`src/rtl/mtc_pkg.sv`:
```
// ---------------------------------------------------------------------------
// mtc_pkg
// Shared types and default constants for the microtile switch controller.
//   mtc_state_t      : switch state machine encoding (RUN / QUIESCE / RESET)
//   MTC_*_DEF        : default parameter values used by the top level
//   mtc_sel_valid()  : true when a requested tile index addresses a real tile
// ---------------------------------------------------------------------------
package mtc_pkg;

    typedef enum logic [1:0] {
        MTC_RUN     = 2'd0,
        MTC_QUIESCE = 2'd1,
        MTC_RESET   = 2'd2
    } mtc_state_t;

    localparam int MTC_NUM_TILES_DEF   = 4;
    localparam int MTC_RST_CYCLES_DEF  = 4;
    localparam int MTC_SYNC_STAGES_DEF = 2;

    // Requests at or above the tile count are ignored by the controller.
    function automatic logic mtc_sel_valid(input int sel, input int num_tiles);
        return (sel < num_tiles);
    endfunction

endpackage

```
`src/rtl/mtc_sync.sv`:
```
// ---------------------------------------------------------------------------
// mtc_sync
// STAGES-deep, WIDTH-wide flop synchroniser with asynchronous active-low
// reset; all stages clear to zero.
//   clk   in   clock of the receiving domain
//   rst_n in   asynchronous active-low reset
//   d     in   WIDTH  asynchronous input
//   q     out  WIDTH  synchronised output (last stage)
// ---------------------------------------------------------------------------
module mtc_sync #(
    parameter int WIDTH  = 1,
    parameter int STAGES = 2
) (
    input  logic             clk,
    input  logic             rst_n,
    input  logic [WIDTH-1:0] d,
    output logic [WIDTH-1:0] q
);

    logic [WIDTH-1:0] stage_q [STAGES];

    // Shift the input through the synchroniser chain.
    always_ff @(posedge clk or negedge rst_n) begin
        if (!rst_n) begin
            for (int i = 0; i < STAGES; i++) begin
                stage_q[i] <= {WIDTH{1'b0}};
            end
        end else begin
            stage_q[0] <= d;
            for (int i = 1; i < STAGES; i++) begin
                stage_q[i] <= stage_q[i-1];
            end
        end
    end

    assign q = stage_q[STAGES-1];

endmodule

```
`src/rtl/microtile_switch_ctrl.sv`:
```
// ---------------------------------------------------------------------------
// microtile_switch_ctrl
// Selects one of NUM_TILES microtiles. On a selection change all tile clocks
// stop for one cycle (QUIESCE), then the new tile is clocked but held in
// reset for RST_CYCLES cycles (RESET) before it runs (RUN).
//   clk, rst_n   clock, asynchronous active-low reset
//   sel_in       requested tile index (asynchronous, synchronised here)
//   ui_in        shared input bus, forwarded only to the running tile
//   tile_uo      packed tile outputs, tile i at [i*OUT_W +: OUT_W]
//   tile_ui      packed per-tile inputs, same packing
//   tile_rst_n   per-tile active-low reset
//   tile_clk_en  per-tile clock enable for external gating cells
//   uo_out       output of the running tile, 0 while switching
//   active_sel   current / target tile index
//   switching    high whenever the state is not RUN
// Build option: define MTC_OUT_REG_EN to register uo_out (one cycle latency,
// reset value 0); otherwise uo_out is combinational.
// ---------------------------------------------------------------------------
module microtile_switch_ctrl
    import mtc_pkg::*;
#(
    parameter int NUM_TILES   = MTC_NUM_TILES_DEF,
    parameter int SEL_W       = (NUM_TILES <= 2) ? 1 : $clog2(NUM_TILES),
    parameter int IN_W        = 8,
    parameter int OUT_W       = 8,
    parameter int RST_CYCLES  = MTC_RST_CYCLES_DEF,
    parameter int SYNC_STAGES = MTC_SYNC_STAGES_DEF
) (
    input  logic                       clk,
    input  logic                       rst_n,
    input  logic [SEL_W-1:0]           sel_in,
    input  logic [IN_W-1:0]            ui_in,
    input  logic [NUM_TILES*OUT_W-1:0] tile_uo,
    output logic [NUM_TILES*IN_W-1:0]  tile_ui,
    output logic [NUM_TILES-1:0]       tile_rst_n,
    output logic [NUM_TILES-1:0]       tile_clk_en,
    output logic [OUT_W-1:0]           uo_out,
    output logic [SEL_W-1:0]           active_sel,
    output logic                       switching
);

    localparam logic [7:0] RST_INIT = 8'(RST_CYCLES - 1);

    logic [SEL_W-1:0] sel_sync_s;
    logic             sel_valid_s;

    mtc_state_t       state_q,      state_d;
    logic [SEL_W-1:0] active_sel_q, active_sel_d;
    logic [SEL_W-1:0] target_q,     target_d;
    logic [7:0]       rcnt_q,       rcnt_d;

    logic [OUT_W-1:0] uo_mux_s;

    mtc_sync #(
        .WIDTH  (SEL_W),
        .STAGES (SYNC_STAGES)
    ) u_sel_sync (
        .clk   (clk),
        .rst_n (rst_n),
        .d     (sel_in),
        .q     (sel_sync_s)
    );

    assign sel_valid_s = mtc_sel_valid(int'(sel_sync_s), NUM_TILES);

    // Next-state logic; requests are only sampled in RUN so a switch in
    // progress always completes before a new one is considered.
    always_comb begin
        state_d      = state_q;
        active_sel_d = active_sel_q;
        target_d     = target_q;
        rcnt_d       = rcnt_q;
        case (state_q)
            MTC_RUN: begin
                if ((sel_sync_s != active_sel_q) && sel_valid_s) begin
                    state_d  = MTC_QUIESCE;
                    target_d = sel_sync_s;
                end else begin
                    state_d  = MTC_RUN;
                end
            end
            MTC_QUIESCE: begin
                state_d      = MTC_RESET;
                active_sel_d = target_q;
                rcnt_d       = RST_INIT;
            end
            MTC_RESET: begin
                if (rcnt_q == 8'd0) begin
                    state_d = MTC_RUN;
                end else begin
                    rcnt_d  = rcnt_q - 8'd1;
                end
            end
            default: begin
                // Illegal encoding: fall back to resetting tile 0.
                state_d      = MTC_RESET;
                active_sel_d = {SEL_W{1'b0}};
                rcnt_d       = RST_INIT;
            end
        endcase
    end

    // Switch state machine registers.
    always_ff @(posedge clk or negedge rst_n) begin
        if (!rst_n) begin
            state_q      <= MTC_RESET;
            active_sel_q <= {SEL_W{1'b0}};
            target_q     <= {SEL_W{1'b0}};
            rcnt_q       <= RST_INIT;
        end else begin
            state_q      <= state_d;
            active_sel_q <= active_sel_d;
            target_q     <= target_d;
            rcnt_q       <= rcnt_d;
        end
    end

    // Per-tile decode from the state flops only, plus the RUN-gated output mux.
    always_comb begin
        tile_rst_n  = {NUM_TILES{1'b0}};
        tile_clk_en = {NUM_TILES{1'b0}};
        tile_ui     = {(NUM_TILES*IN_W){1'b0}};
        uo_mux_s    = {OUT_W{1'b0}};
        for (int i = 0; i < NUM_TILES; i++) begin
            if (active_sel_q == SEL_W'(i)) begin
                tile_rst_n[i]  = (state_q == MTC_RUN);
                tile_clk_en[i] = (state_q != MTC_QUIESCE);
                if (state_q == MTC_RUN) begin
                    tile_ui[i*IN_W +: IN_W] = ui_in;
                    uo_mux_s                = tile_uo[i*OUT_W +: OUT_W];
                end else begin
                    tile_ui[i*IN_W +: IN_W] = {IN_W{1'b0}};
                end
            end else begin
                tile_rst_n[i]  = 1'b0;
                tile_clk_en[i] = 1'b0;
            end
        end
    end

    assign active_sel = active_sel_q;
    assign switching  = (state_q != MTC_RUN);

`ifdef MTC_OUT_REG_EN
    logic [OUT_W-1:0] uo_q;

    // Output register: one cycle behind the gated mux.
    always_ff @(posedge clk or negedge rst_n) begin
        if (!rst_n) begin
            uo_q <= {OUT_W{1'b0}};
        end else begin
            uo_q <= uo_mux_s;
        end
    end

    assign uo_out = uo_q;
`else
    assign uo_out = uo_mux_s;
`endif

endmodule

```
`config.mk`:
```
export PLATFORM = sky130hd
export DESIGN_NAME = microtile_switch_ctrl
export DESIGN_NICKNAME = d
export VERILOG_FILES = /design/src/rtl/mtc_pkg.sv /design/src/rtl/mtc_sync.sv /design/src/rtl/microtile_switch_ctrl.sv
export SDC_FILE = /design/constraint.sdc
export NUM_CORES = 1
export LEC_CHECK = 0
export ABC_AREA = 0
export CORE_UTILIZATION = 35
export DETAILED_ROUTE_END_ITERATION = 16
export GPL_TIMING_DRIVEN = 0
export PLACE_DENSITY = 0.8
export SLEW_MARGIN = 15
export SYNTH_ARGS = -nofsm -noshare
export SYNTH_HDL_FRONTEND = slang
export SYNTH_SLANG_ARGS = --single-unit
```
`constraint.sdc`:
```
create_clock -name clk -period 4.3 [get_ports clk]
set_clock_uncertainty 0.15 [all_clocks]
set_input_delay 0.645 -clock clk [delete_from_list [all_inputs] [get_ports clk]]
set_output_delay 0.645 -clock clk [all_outputs]
set_load 0.005 [all_outputs]
```
# Yosys cells after proc, flatten, opt, wreduce, memory -nomap -nowiden
# Cells that the tools add are included.
dict set report op_classes {
  n_shift 0
  bitwise_logic 1
  reduce_logical 7
  eq_ne 9
  n_mul 0
  mux 27
  add_sub_neg 1
  magnitude_cmp 0
  div_mod_pow 0
}
# cell n
set op_table {}
lappend op_table {{8-bit two-way mux} 14}
lappend op_table {{8-bit case mux with 2 select lines} 1}
lappend op_table {{1-bit two-way mux} 9}
lappend op_table {{8-bit logical NOT} 1}
lappend op_table {{2-bit case mux with 2 select lines} 2}
lappend op_table {{8-bit by 1-bit subtractor with 8-bit output, second input constant} 1}
lappend op_table {{2-bit equality test, second input constant} 3}
lappend op_table {{2-bit by 1-bit equality test with 1-bit output, second input constant} 2}
lappend op_table {{2-bit logical NOT} 2}
lappend op_table {{2-bit inequality test, second input constant} 2}
lappend op_table {{2-bit AND reduction} 2}
lappend op_table {{2-bit two-way mux} 1}
lappend op_table {{2-bit by 1-bit inequality test with 1-bit output, second input constant} 1}
lappend op_table {{2-bit inequality test} 1}
lappend op_table {{2-bit nonzero test} 1}
lappend op_table {{2-bit OR reduction} 1}
lappend op_table {{1-bit NOT} 1}
dict set report totals {
  reg_bits 18
  wordCells 51
  mem_bits_rw 0
  input_bits 44
  mem_bits_ro 0
  latchBits 0
  n_memories 0
  output_inout_bits 51
}

# Depth between registers and ports, before layout
# Gate-level depths: netlist of the first run.
dict set report logic_depth {
  ltp_word 9
  ltp_mapped 5
}

# Modules after synthesis
# From an unflattened synthesis of the first run, not the netlist that was laid out.
dict set report unflattened {
  cells_unflattened 143
  area_unflattened_um2 1343.8
}
# module cells_each area_per_inst_um2 instances
set by_module_without_submodules {}
lappend by_module_without_submodules {microtile_switch_ctrl 137 1228.7 1}
lappend by_module_without_submodules {mtc_sync 6 115.1 1}

# Worst setup path before layout of the first run
# OpenSTA, ideal clock, no wires.
dict set report synth_timing {
  path_type {flip-flop to output port}
  from {register active_sel_q[0] (netlist: active_sel[0])}
  to {output uo_out[4]}
  setup_slack_ns 2.114
  required_time_ns 3.505
  t_arrival_ns 1.391
  path_buffers 2
  path_stages_with_launch 5
  cell_sequence {dfrtp_1 buf_2 buf_4 mux4_2 and2_1}
}
dict set report synth_via {
  elab_chain_len 8
  elab_cells_between_ends 11
  classes_between {3 x eq/ne; 7 x mux; 1 x reduce/logical}
}
# item line
set synth_rtl {}
lappend synth_rtl {{start, declared} microtile_switch_ctrl.sv:48} ;# logic [SEL_W-1:0] active_sel_q, active_sel_d;
lappend synth_rtl {{start signal, assigned} microtile_switch_ctrl.sv:107} ;# active_sel_q <= {SEL_W{1'b0}};
lappend synth_rtl {{start signal, assigned} microtile_switch_ctrl.sv:112} ;# active_sel_q <= active_sel_d;
lappend synth_rtl {{2-bit logical NOT} microtile_switch_ctrl.sv:125} ;# if (active_sel_q == SEL_W'(i)) begin
lappend synth_rtl {{8-bit two-way mux} microtile_switch_ctrl.sv:125}
lappend synth_rtl {{8-bit two-way mux} microtile_switch_ctrl.sv:128} ;# if (state_q == MTC_RUN) begin
lappend synth_rtl {{8-bit two-way mux} microtile_switch_ctrl.sv:125}
lappend synth_rtl {{8-bit two-way mux} microtile_switch_ctrl.sv:128}
lappend synth_rtl {{8-bit two-way mux} microtile_switch_ctrl.sv:125}
lappend synth_rtl {{8-bit two-way mux} microtile_switch_ctrl.sv:128}
lappend synth_rtl {{8-bit two-way mux (*)} microtile_switch_ctrl.sv:125}
lappend synth_rtl {{end, declared} microtile_switch_ctrl.sv:37} ;# output logic [OUT_W-1:0] uo_out,
# Every way passes the cells marked *; elsewhere a longest branch is shown, timed or not.

# Final worst setup path of the first run
dict set report layout_timing {
  from {register active_sel_q[0] (netlist: active_sel[0])}
  to {output tile_ui[18]}
}
dict set report layout_via {
  elab_chain_len 2
}
# item line
set layout_rtl {}
lappend layout_rtl {{2-bit equality test} microtile_switch_ctrl.sv:125}
lappend layout_rtl {{8-bit two-way mux} microtile_switch_ctrl.sv:125}
lappend layout_rtl {{end, declared} microtile_switch_ctrl.sv:34} ;# output logic [NUM_TILES*IN_W-1:0] tile_ui,
# Every way passes these cells.

==> results.cfg, run 1 <==
[place]
hpwl_um = 3452
io_buffers = 94
placed_cells = 287
dpl_cell_area_sq_um = 2390
place.gp.congestion = 0.7908
pre_cts_ws_ns = 1.371

[setup_path]
arrival_ns = 2.32
path_class = reg -> out
cp_data_required_time_ns = 3.50
ff2ff_path_depth = 3
ff2ff_setup_slack_ns = 2.40
critPathLaunchType = register
end_kind = primary output
cp_max_fo = 10
r2r-start = state_q[1]
r2r_end = rcnt_q[5]

[outcome]
status = complete, no violations

[route]
dr.first_iter.drc_count = 53
ant_nets = 0
drc = 0
wl_um = 4171
via_count = 1433
wl_per_cell_um = 14.33
first_pass_iters = 4
vias_per_cell = 4.924

[sta]
finalSetupTns_ns = 0
slew_headroom = 0.4799
slew_viol_final = 0
fmaxAchievable_ghz = 0.3206
timing.final.ws_setup_ns = 1.181
final_hold_viol_count = 0
rsz0062_at_grt = false
worst-slew-pin-transition_ns = 0.7777
finalCritPeriodShare = 0.7254
period_minus_slack_ns = 3.119
setup_violations = 0

[global_route]
grt_remaining_overflow = 0
track_usage = 0.2134
grt_max_degree = 19
grt_pass1_wl_um = 6706
grt_pass1_vias = 1289
grt_antenna_before_repair = 0

[synthesis]
synth_flop_cell = dfrtp_1
async_flop_share = 1.000
netlist_area_sq_um = 1389
synth-seq-cells = 18
yosysMostFrequentCell = and2_1
netlist_instances = 145
synth_area_leader_cell = dfrtp_1
ys.warnings.count = 0
synthesis.nets = 190
synth_edf_count = 0
ys_seq_area_frac = 0.3270
ys_types = 36
avgSynthCellArea_sq_um = 9.578
synth.area.top_cells = dfrtp_1, and2_1, mux4_2, dfstp_2, nor2_1
ys_top_cells_by_count = and2_1, dfrtp_1, nor2_1
synth_top_area_frac = 0.2703

[pwr]
pwr-share-comb = 0.624
power_frac_seq = 0.261
power_frac_clock = 0.115
p_leak_nw = 0.9578
irDropWorstVdd_uv = 402.5
swShare = 0.3646
p_int_w = 0.0007662
switchingPower_w = 0.0004397
power.density_nw_per_um2 = 493.2

[finish]
final_area_sq_um = 2445
utilization = 0.6531
stdcell_count = 291
diodes = 0
nets = 289
fillers = 322
layout-drive-gt1-share = 0.1152
synthToLayoutAreaGrowth_pct = 76.04

[die]
dieWidth_um = 64.99
fp-row-count = 22
fp.dieH_um = 64.99
fp.coreArea_sq_um = 3744
start_util = 0.3710
ios = 95
dieArea_sq_um = 4224

[min_path]
worstHoldEndpoint = u_sel_sync.q[1]
worstHoldStart = u_sel_sync.stage_q[3]
hold_depth = 0
worstHoldPathType = reg -> reg

[clocking]
cts_sinks = 18
cts_tree = yes
numCtsBuffers = 3
clock_path_buffers = 2
ctsRootBufferMaster = clkbuf_8
htreeDepth = 1
cts_setup_buffers = 0
path_clk_slew_ns = 0.06
ctsHoldBuffers = 0
post_cts_resize_count = 0
worstSkewPairLatency_ns = 0.26

[run]
drv_cap = 0
-- sequential cells by signal (all words and copies together) (netlist names) --
signal,flops
rcnt_q,8
target_q,2
u_sel_sync.q,2
active_sel,2
u_sel_sync.stage_q,2
state_q,2
-- metrics by stage --
step                      hold slack [ns]  total power (W)
after floorplan                    0.1812        0.0007442
after global placement             0.1859         0.001058
after detailed placement           0.1897         0.001080
after CTS                          0.2048         0.001224
after global routing               0.2054         0.001301
final                              0.2010         0.001206
-- placed cells by master (no fill, tap or decap), types with 2 or more instances in the layout --
cell type         n
mux2i_1           2
and2_1           40
nand2b_1          3
mux4_2            8
clkbuf_1          2
nor2_1           12
clkdlybuf4s50_1  94
buf_2             2
xnor2_1           2
clkbuf_8          4
nor3b_1           2
nor3_1            2
a2bb2oi_1         2
dfrtp_1          15
nand2_1           9
a21bo_2           2
inv_1             7
nor2b_1           4
o21ai_0           3
dfstp_2           3
a21oi_1           7
a211o_1           2
-- critical path, stage by stage (launching register included) --
cell and delay (ns):
dfrtp_1 0.37, buf_2 0.18, buf_4 0.20, nand2b_1 0.16
nor2_1 0.43, and2_1 0.20, clkdlybuf4s50_1 0.52
-- layer usage --
| metal | vias to the layer above | part of all wire | GRT usage |
|---|---|---|---|
| met1 | 666 | 0.45 | 0.2702 |
| met5 | - | 0 | 0 |
| met2 | 62 | 0.46 | 0.3555 |
| li1 | 698 | - | - |
| met3 | 7 | 0.067 | 0.03873 |
| met4 | 0 | 0.020 | 0.08611 |
-- layout make-up --
type	instances	area, sq um	share of cell area
Clock buffer	4	55.05	0.02252
Buffer	5	25.02	0.01024
Timing Repair Buffer	94	940.9	0.3849
Inverter	8	30.03	0.01228
Tap cell	48	60.06	0.02457
Multi-Input combinational cell	114	879.6	0.3598
Sequential cell	18	454.2	0.1858
-- logic make-up (layout without fill, tap and decap cells) --
group / count (synthesis) / in the layout / share of synthesized area
adders and majority gates: 1 / 1 / 0.009008
muxes: 12 / 12 / 0.1604
buffers and inverters: 13 / 111 / 0.03964
xor gates and xnor gates: 2 / 2 / 0.01261
and+or+nand+nor: 81 / 81 / 0.3586
DFF: 18 / 18 / 0.3270
AOI/OAI and AO/OA: 18 / 18 / 0.09279
-- power by group through the flow --
stage | Sequential (W) | Combinational, W | Clock [W]
finish | 0.000315 | 0.000753 | 0.000138
floorplan | 0.000298 | 0.000446 | 0
detailed placement | 0.000316 | 0.000764 | 0
global placement | 0.000314 | 0.000745 | 0
CTS | 0.000313 | 0.000766 | 0.000145
global route | 0.000325 | 0.000828 | 0.000148
-- worst max-delay path by stage --
stage,start,to,slack (ns)
6_report,active_sel[0],tile_ui[18],1.18
3_3_place_gp,tile_uo[30],uo_out[6],1.39
4_1_cts,active_sel[0],tile_ui[18],1.11
2_1_floorplan,active_sel[0],uo_out[4],2.11
3_5_place_dp,tile_uo[10],uo_out[2],1.37
5_1_grt,active_sel[0],tile_ui[30],0.94
Power figures use the tool's default switching activity.
==> run 2: changes to the inputs <==
--- a/config.mk
+++ b/config.mk
@@ -6,10 +6,10 @@
 export NUM_CORES = 1
 export LEC_CHECK = 0
 export ABC_AREA = 0
-export CORE_UTILIZATION = 35
+export CORE_UTILIZATION = 32
 export DETAILED_ROUTE_END_ITERATION = 16
 export GPL_TIMING_DRIVEN = 0
-export PLACE_DENSITY = 0.8
+export PLACE_DENSITY = 0.77
 export SLEW_MARGIN = 15
 export SYNTH_ARGS = -nofsm -noshare
 export SYNTH_HDL_FRONTEND = slang
==> constraint.sdc (replaced) <==
create_clock -name clk -period 2.8 [get_ports clk]
set_clock_uncertainty 0.15 [all_clocks]
set_input_delay 0.42 -clock clk [delete_from_list [all_inputs] [get_ports clk]]
set_output_delay 0.42 -clock clk [all_outputs]
set_load 0.005 [all_outputs]
==> run 2 against run 1 <==
  * Utilization down 4.7 points
  * Final cell count up 0.69%
  * Worst hold slack better by 0.0021 ns
  * Routed wire length down 4.3%
  * Sequential cell count unchanged
  * Critical path type unchanged
  * Largest power group unchanged
==> results.cfg, run 2 (synthesized netlist as in run 1, its figures left out) <==
[finish]
final_area_sq_um = 2475
top_register = rcnt_q
nets = 289
largest_register_ffs = 8
layout_commonest_cell = clkdlybuf4s50_1
final_cell_mix = clkdlybuf4s50_1, and2_1, dfrtp_1
diodes = 0
layout-drive-gt1-share = 0.1276
synthToLayoutAreaGrowth_pct = 78.20

[sta]
fmaxAchievable_ghz = 0.3693
finalSetupTns_ns = 0
rsz0062_at_grt = false
worst-slew-pin-transition_ns = 0.7827
slew_headroom = 0.4765
finalCritPeriodShare = 0.9672
setup_violations = 0
period_minus_slack_ns = 2.708
slew_viol_final = 0
final_hold_viol_count = 0

[route]
via_count = 1412
dr.first_iter.drc_count = 25
vias_per_cell = 4.819
wl_per_cell_um = 13.63
wl_um = 3993
ant_nets = 0
drc = 0
first_pass_iters = 4

[setup_path]
end_kind = primary output
path_cells = buf_2 -> buf_6 -> mux4_2 -> and2_1 -> clkdlybuf4s50_1
arrival_ns = 2.14
ff2ff_path_depth = 5
r2r_end = rcnt_q[1]
cp_data_required_time_ns = 2.23
path_class = reg -> out
slowest_delay_ns = 0.50
r2r-start = rcnt_q[0]
crit_slowest_cell = mux4_2
worstSetupPathDepth = 5
cp_max_fo = 10
ff2ff_setup_slack_ns = 0.91
crit_buf_inv = 3
critPathLaunchType = register
cp_top_family = buffers and inverters
crit_end = uo_out[4]
startpoint = active_sel[0]

[min_path]
worstHoldPathType = reg -> reg

[die]
fp.coreArea_sq_um = 4086
start_util = 0.3399
fp-row-count = 23
dieArea_sq_um = 4608
dieWidth_um = 67.88
ios = 95
fp.dieH_um = 67.88

[clocking]
ctsRootBufferMaster = clkbuf_8
ctsHoldBuffers = 0
numCtsBuffers = 3
htreeDepth = 1
path_clk_slew_ns = 0.06
clock_path_buffers = 2
cts_setup_buffers = 0
cts_tree = yes
worstSkewPairLatency_ns = 0.26
cts_sinks = 18

[global_route]
grt_antenna_before_repair = 0
grt_remaining_overflow = 0
grt_max_degree = 19
grt_pass1_vias = 1330
track_usage = 0.1844
grt_pass1_wl_um = 6327

[pwr]
irDropWorstVdd_uv = 489.6
p_leak_nw = 0.9557
power.density_nw_per_um2 = 761.7
power.total_w = 0.001885

[place]
hpwl_um = 3216
dpl_cell_area_sq_um = 2392
place.gp.congestion = 0.7588
io_buffers = 94

[run]
drv_cap = 0

[outcome]
status = complete, no violations
[run 2: through the flow]
| stage | std cells | worst slack (ns) | hold WS [ns] | util |
|---|---|---|---|---|
| floorplan | 145 | 0.8393 | -0.02559 | - |
| global placement | 289 | 0.1639 | 0.1859 | 0.5854 |
| detailed placement | 289 | 0.1579 | 0.1905 | 0.5854 |
| CTS | 293 | 0.01558 | 0.2055 | 0.6023 |
| global route | 293 | 0.01397 | 0.2060 | 0.6056 |
| finish | 293 | 0.09195 | 0.2031 | 0.6056 |
[run 2: per-layer routing]
layer / up-vias / global-route usage / share of wire
met3: 7 / 0.04500 / 0.10
li1: 697 / - / -
met1: 646 / 0.2065 / 0.41
met5: - / 0 / 0
met2: 62 / 0.3391 / 0.47
met4: 0 / 0.05990 / 0.016
[run 2: where the power goes]
group | internal, W | switching, W | leakage, nW
logic | 0.000697 | 0.000490 | 0.703
registers | 0.000366 | 0.000120 | 0.224
clock network | 0.000125 | 0.0000874 | 0.0288
total | 0.00119 | 0.000697 | 0.956
[run 2: how the worst min path moves through the flow]
stage                     depth (start not counted)              end             startpoint  slack, ns
final                                             0  u_sel_sync.q[1]  u_sel_sync.stage_q[3]       0.20
after global routing                              0  u_sel_sync.q[1]  u_sel_sync.stage_q[3]       0.21
after CTS                                         0  u_sel_sync.q[1]  u_sel_sync.stage_q[3]       0.21
after detailed placement                          0  u_sel_sync.q[1]  u_sel_sync.stage_q[3]       0.19
after global placement                            0  u_sel_sync.q[1]  u_sel_sync.stage_q[3]       0.19
after floorplan                                   0    active_sel[0]                  rst_n      -0.03
[run 2: layout make-up]
cell class                      count  area (sq um)
Fill cell                         375          1612
Timing Repair Buffer               94         940.9
Multi-Input combinational cell    114         903.4
Sequential cell                    18         454.2
Tap cell                           50         62.56
Clock buffer                        4         55.05
Inverter                            8         30.03
Buffer                              5         28.78
[run 2: timing repair]
action,in CTS,in global routing
hold endpoints to repair,0,0
gates resized for setup,4,3
endpoints found under the setup margin,30,25
